===== config.mk =====
export PLATFORM = sky130hd
export DESIGN_NAME = mem_access_unit_flat
export DESIGN_NICKNAME = d
export VERILOG_FILES = /design/src/rtl/mem_access_unit_if.sv /design/src/rtl/mem_access_unit.sv /design/src/flat_wrapper.sv
export SDC_FILE = /design/constraint.sdc
export NUM_CORES = 1
export LEC_CHECK = 0
export BUFFER_PORTS_ARGS = -buffer_cell sky130_fd_sc_hd__buf_2
export CAP_MARGIN = 20
export CORE_UTILIZATION = 30
export CTS_CLUSTER_SIZE = 40
export DETAILED_ROUTE_END_ITERATION = 12
export GPL_ROUTABILITY_DRIVEN = 0
export PLACE_DENSITY = 0.67
export SLEW_MARGIN = 0
export SYNTH_ARGS = -nofsm -noshare
export SYNTH_HDL_FRONTEND = slang
export SYNTH_SLANG_ARGS = --single-unit

===== constraint.sdc =====
create_clock -name clk -period 2.1 [get_ports clk]
set_input_delay 0.315 -clock clk [delete_from_list [all_inputs] [get_ports clk]]
set_output_delay 0.315 -clock clk [all_outputs]
set_load 0.02 [all_outputs]

===== src/rtl/mem_access_unit_if.sv =====
// Data-memory request/acknowledge bus between the MEM-stage access unit and the data memory.
// The unit drives the request side; the memory returns a single-cycle ack with read data.
interface mem_access_unit_if #(
    parameter int DATA_W = 32
);
    logic              dmem_req;
    logic              dmem_we;
    logic [DATA_W-1:0] dmem_addr;
    logic [DATA_W-1:0] dmem_wdata;
    logic [DATA_W-1:0] dmem_rdata;
    logic              dmem_ack;

    modport master (
        output dmem_req,
        output dmem_we,
        output dmem_addr,
        output dmem_wdata,
        input  dmem_rdata,
        input  dmem_ack
    );

    modport slave (
        input  dmem_req,
        input  dmem_we,
        input  dmem_addr,
        input  dmem_wdata,
        output dmem_rdata,
        output dmem_ack
    );
endinterface


===== src/rtl/mem_access_unit.sv =====
// MEM-stage access unit: turns EX/MEM load/store controls into one req/ack transaction,
// stalls the pipeline until it completes, and flags misaligned accesses and timeouts.
module mem_access_unit #(
    parameter int DATA_W   = 32,
    parameter int MAX_WAIT = 16
) (
    input  logic              clk,
    input  logic              rst,
    input  logic              MEMR_IN,
    input  logic              MEMW_IN,
    input  logic [DATA_W-1:0] ALU_C_IN,
    input  logic [DATA_W-1:0] RT_DATA_IN,
    mem_access_unit_if.master dmem,
    output logic              mem_stall,
    output logic [DATA_W-1:0] MEM_RDATA_OUT,
    output logic              misalign_err,
    output logic              timeout_err
);
    localparam int CNT_W = (MAX_WAIT > 1) ? $clog2(MAX_WAIT) : 1;
    localparam logic [CNT_W-1:0] CNT_LAST = CNT_W'(MAX_WAIT - 1);

    typedef enum logic [1:0] {
        IDLE = 2'd0,
        BUSY = 2'd1,
        DONE = 2'd2
    } state_t;

    state_t            state_reg, state_next;
    logic [CNT_W-1:0]  cnt_reg, cnt_next;
    logic              req_reg, req_next;
    logic              we_reg, we_next;
    logic [DATA_W-1:0] addr_reg, addr_next;
    logic [DATA_W-1:0] wdata_reg, wdata_next;
    logic [DATA_W-1:0] rdata_reg, rdata_next;
    logic              misalign_reg, misalign_next;
    logic              timeout_reg, timeout_next;

    logic op;
    logic aligned;

    assign op      = MEMR_IN | MEMW_IN;
    assign aligned = (ALU_C_IN[1:0] == 2'b00);

    always_ff @(posedge clk or negedge rst) begin
        if (!rst) begin
            state_reg    <= IDLE;
            cnt_reg      <= '0;
            req_reg      <= 1'b0;
            we_reg       <= 1'b0;
            addr_reg     <= '0;
            wdata_reg    <= '0;
            rdata_reg    <= '0;
            misalign_reg <= 1'b0;
            timeout_reg  <= 1'b0;
        end else begin
            state_reg    <= state_next;
            cnt_reg      <= cnt_next;
            req_reg      <= req_next;
            we_reg       <= we_next;
            addr_reg     <= addr_next;
            wdata_reg    <= wdata_next;
            rdata_reg    <= rdata_next;
            misalign_reg <= misalign_next;
            timeout_reg  <= timeout_next;
        end
    end

    always_comb begin
        state_next    = state_reg;
        cnt_next      = cnt_reg;
        req_next      = req_reg;
        we_next       = we_reg;
        addr_next     = addr_reg;
        wdata_next    = wdata_reg;
        rdata_next    = rdata_reg;
        misalign_next = 1'b0;
        timeout_next  = timeout_reg;

        case (state_reg)
            IDLE: begin
                if (op) begin
                    if (aligned) begin
                        addr_next  = ALU_C_IN;
                        wdata_next = RT_DATA_IN;
                        we_next    = MEMW_IN;
                        req_next   = 1'b1;
                        cnt_next   = '0;
                        state_next = BUSY;
                    end else begin
                        misalign_next = 1'b1;
                    end
                end
            end
            BUSY: begin
                // An ack arriving on the last allowed cycle still wins over the timeout.
                if (dmem.dmem_ack) begin
                    req_next = 1'b0;
                    if (!we_reg) begin
                        rdata_next = dmem.dmem_rdata;
                    end
                    state_next = DONE;
                end else if (cnt_reg == CNT_LAST) begin
                    req_next     = 1'b0;
                    timeout_next = 1'b1;
                    if (!we_reg) begin
                        rdata_next = '0;
                    end
                    state_next = DONE;
                end else begin
                    cnt_next = cnt_reg + 1'b1;
                end
            end
            DONE: begin
                // The op still visible here is the instruction that just finished.
                state_next = IDLE;
            end
            default: begin
                state_next = IDLE;
            end
        endcase
    end

    // Stall is raised in the issue cycle itself so EX/MEM holds the op while it is latched.
    assign mem_stall = rst & (((state_reg == IDLE) & op & aligned) | (state_reg == BUSY));

    assign dmem.dmem_req   = req_reg;
    assign dmem.dmem_we    = we_reg;
    assign dmem.dmem_addr  = addr_reg;
    assign dmem.dmem_wdata = wdata_reg;

    assign MEM_RDATA_OUT = rdata_reg;
    assign misalign_err  = misalign_reg;
    assign timeout_err   = timeout_reg;
endmodule


===== src/flat_wrapper.sv =====
// flat-port wrapper written by rule: the top's interface ports become plain ports
module mem_access_unit_flat 
#(
    parameter int DATA_W   = 32,
    parameter int MAX_WAIT = 16
)
  (clk, rst, MEMR_IN, MEMW_IN, ALU_C_IN, RT_DATA_IN, mem_stall, MEM_RDATA_OUT, misalign_err, timeout_err, dmem_dmem_req, dmem_dmem_we, dmem_dmem_addr, dmem_dmem_wdata, dmem_dmem_rdata, dmem_dmem_ack);
  mem_access_unit_if #(.DATA_W(DATA_W)) dmem_i ();
  input  logic clk;
  input  logic rst;
  input  logic MEMR_IN;
  input  logic MEMW_IN;
  input  logic [DATA_W-1:0] ALU_C_IN;
  input  logic [DATA_W-1:0] RT_DATA_IN;
  output logic mem_stall;
  output logic [DATA_W-1:0] MEM_RDATA_OUT;
  output logic misalign_err;
  output logic timeout_err;
  output wire logic [$bits(dmem_i.dmem_req)-1:0] dmem_dmem_req;
  output wire logic [$bits(dmem_i.dmem_we)-1:0] dmem_dmem_we;
  output wire logic [$bits(dmem_i.dmem_addr)-1:0] dmem_dmem_addr;
  output wire logic [$bits(dmem_i.dmem_wdata)-1:0] dmem_dmem_wdata;
  input wire logic [$bits(dmem_i.dmem_rdata)-1:0] dmem_dmem_rdata;
  input wire logic [$bits(dmem_i.dmem_ack)-1:0] dmem_dmem_ack;
  assign dmem_dmem_req = dmem_i.dmem_req;
  assign dmem_dmem_we = dmem_i.dmem_we;
  assign dmem_dmem_addr = dmem_i.dmem_addr;
  assign dmem_dmem_wdata = dmem_i.dmem_wdata;
  assign dmem_i.dmem_rdata = dmem_dmem_rdata;
  assign dmem_i.dmem_ack = dmem_dmem_ack;
  mem_access_unit #(.DATA_W(DATA_W), .MAX_WAIT(MAX_WAIT)) u_core (.clk(clk), .rst(rst), .MEMR_IN(MEMR_IN), .MEMW_IN(MEMW_IN), .ALU_C_IN(ALU_C_IN), .RT_DATA_IN(RT_DATA_IN), .dmem(dmem_i), .mem_stall(mem_stall), .MEM_RDATA_OUT(MEM_RDATA_OUT), .misalign_err(misalign_err), .timeout_err(timeout_err));
endmodule

==> impl_metrics.csv <==
group,metric,value,unit
outcome,outcome,"completed",
worst_hold_path,hp-class,"input port to async pin",
timing,worst_slack,0.1367,ns
setup_path,cp-start-kind,"register",
detailed_routing,avgViaCountPerCell,4.483,
detailed_routing,drc,0,
logic_synthesis,yosysWarnings,0,
logic_synthesis,synth-xor-area-share,0,%
floorplanning,die_y,117.3,um
setup_path,cp-end-kind,"output port",
layout,num-fill-cells,1246,
layout,area_growth,38.26,%
placement,portBuffers,201,
clock_network,clockBufferDepth,2,
floorplanning,initial_core_util,31.21,%
global_route,grt_overflow,0,
timing,tightestPinTransition,0.5614,ns
clock_network,cts.sinks,106,
clock_network,cts_tree,"built",
floorplanning,rows,41,
logic_synthesis,syn-cell-area,3986,um^2
detailed_routing,drt_iter0_drc,156,
logic_synthesis,synth_cells,385,
timing,rsz0062_at_grt,"false",
floorplanning,die_w,117.3,um
logic_synthesis,synth_mux_area_share,0,%
detailed_routing,vias,3407,
logic_synthesis,ys_seq_elements,106,
timing,period_share,93.49,%
timing,maxSlewViolCount,0,
setup_path,rrSetupSlack,0.36,ns
global_route,antenna_found_initial,0,
job,drv_cap,0,
power,p_per_area,1279,nW/um^2
placement,place_ws,0.2732,ns
layout,drive_gt1_share,38.61,%
clock_network,cts_buffers,9,
power,peakVddDrop,0.0005533,V
logic_synthesis,synth_adder_area_share,0.3139,%
setup_path,cp.required,1.78,ns
floorplanning,io_pins,202,
logic_synthesis,synth-simple-area-share,21.47,%
logic_synthesis,synth_top_family_by_area,"simple AND/OR/NAND/NOR gates",
clock_network,clk_pin_slew,0.07,ns
clock_network,cts_hold_buf,0,
clock_network,insertion_delay,0.34,ns
timing,finalHoldViolCount,0,
detailed_routing,totalWireLength,10.01,mm
setup_path,path_max_fanout,4,
global_route,grt_pass1_vias,3274,
logic_synthesis,ys_seq_area_share,66.54,%
detailed_routing,drtPass1Iterations,4,
clock_network,root_buffer,"clkbuf_16",
timing,finalSetupViolations,0,
timing,period_needed,1.963,ns
detailed_routing,ant_nets,0,
timing,fmax,509.3,MHz
timing,slew-limit-headroom,62.57,%
global_route,grt_max_degree,107,
placement,post-dp-hpwl,7.144,mm
logic_synthesis,ys_types,26,
setup_path,cp_data_arrival_time,1.65,ns
global_route,grt_pass1_wl,14.81,mm
power,p_leak,3.147,nW
logic_synthesis,synth_compound_area_share,8.757,%
detailed_routing,wl_per_cell,13.17,um
layout,fin_nets,685,
floorplanning,coreArea,12770,um^2
layout,antenna_cells,0,
setup_path,worstSetupPathType,"register to output port",
clock_network,htreeDepth,3,
floorplanning,dieArea,13750,um^2
logic_synthesis,synth_nets,487,
timing,fin_skew,0.006563,ns
clock_network,cts_resized,1,
timing,totalNegativeSetupSlack,0,ns
global_route,grt_usage,14.29,%
logic_synthesis,syn_avg_cell_area,10.35,um^2
clock_network,postCtsSetupBuffers,0,
## Yosys cell counts
cell type	number	area share [%]
buf_2	12	1.5
nor3b_2	1	0.31
o21ai_1	1	0.13
a21boi_1	1	0.19
nor3_1	2	0.25
a31oi_1	1	0.16
nor2_1	7	0.66
a41o_1	1	0.25
nand3_1	4	0.50
nor4_2	1	0.31
nor2b_1	2	0.31
nand2b_1	1	0.16
or3_1	2	0.31
o221ai_1	1	0.22
nand2_1	191	18
a22o_1	33	7.3
a21oi_1	1	0.13
ha_1	1	0.31
dfrtp_1	106	67
buf_6	3	0.85
o211ai_1	1	0.19
and2_1	2	0.31
clkbuf_1	6	0.56
o21ai_0	2	0.25
nor3b_1	1	0.19
nor4_1	1	0.16
## critical path, cell delays in order, from the launching register on
cell	delay (ns)
dfrtp_1	0.43
nor4_4	0.42
o21ai_4	0.11
a21boi_1	0.16
buf_2	0.18
## final timing paths
path / to / cells after the start / from
setup / recovery: mem_stall / 4 / u_core.state_reg[0]$_DFFE_PN0P_
hold / removal: u_core.MEM_RDATA_OUT[27]$_DFFE_PN0P_ / 2 / rst
setup reg to reg: u_core.MEM_RDATA_OUT[25]$_DFFE_PN0P_ / 4 / u_core.state_reg[1]$_DFFE_PN0P_
hold reg to reg: u_core.dmem.dmem_addr[30]$_DFFE_PN0P_ / 2 / u_core.dmem.dmem_addr[30]$_DFFE_PN0P_
max in group asynchronous: u_core.dmem.dmem_addr[9]$_DFFE_PN0P_ / 2 / rst
min in group clk: u_core.dmem.dmem_wdata[6]$_DFFE_PN0P_ / 3 / RT_DATA_IN[6]
## logic make-up (layout without fill, tap and decap cells)
| kind of cell | after synthesis | in the layout |
|---|---|---|
| compound gates | 42 | 42 |
| fa+ha+maj | 1 | 1 |
| buf+inv | 21 | 224 |
| flops | 106 | 106 |
| simple gates | 215 | 215 |
## per-stage QoR
step | utilization (%) | hold slack, ns | total power, mW | cell area, um^2 | instances
5_1_grt | 43.15 | 0.1107 | 7.504 | 5512 | 760
4_1_cts | 43.15 | 0.08137 | 7.157 | 5512 | 760
3_3_place_gp | 40.68 | 0.4450 | 5.331 | 5196 | 744
2_1_floorplan | - | 0.01941 | 4.432 | 3986 | 385
3_5_place_dp | 40.68 | 0.4569 | 5.402 | 5196 | 744
6_report | 43.15 | 0.04741 | 7.049 | 5512 | 760
## layout by cell type, fill, tap and decap left out, types with 4 or more instances in the layout
cell type / count
buf_4: 6
nor2_1: 7
buf_2: 200
a22o_1: 33
dfrtp_1: 106
nand3_1: 4
clkbuf_16: 9
nand2_1: 191
## cell type report
class                   count  area (um^2)  area share (%)
clock buffers              12        256.5           4.654
clock inverters             4        50.05          0.9081
multi-input cells         258         1251           22.70
flip-flops and latches    106         2653           48.13
well taps                 172        215.2           3.905
repair buffers            208         1086           19.70
## power by group
group,internal [mW],switching (mW),total [mW]
Sequential,2.68,0.355,3.03
Combinational,0.865,1.45,2.32
Clock,0.988,0.714,1.70
## routing by layer
| layer | vias up | share of wire [%] | GRT usage [%] |
|---|---|---|---|
| met5 | - | 0 | 0 |
| met4 | 0 | 1.8 | 7.089 |
| met3 | 14 | 9.3 | 5.252 |
| met2 | 156 | 48 | 24.00 |
| met1 | 1594 | 41 | 15.98 |
| li1 | 1643 | - | - |
No activity file was read; power rests on OpenSTA's default activity.
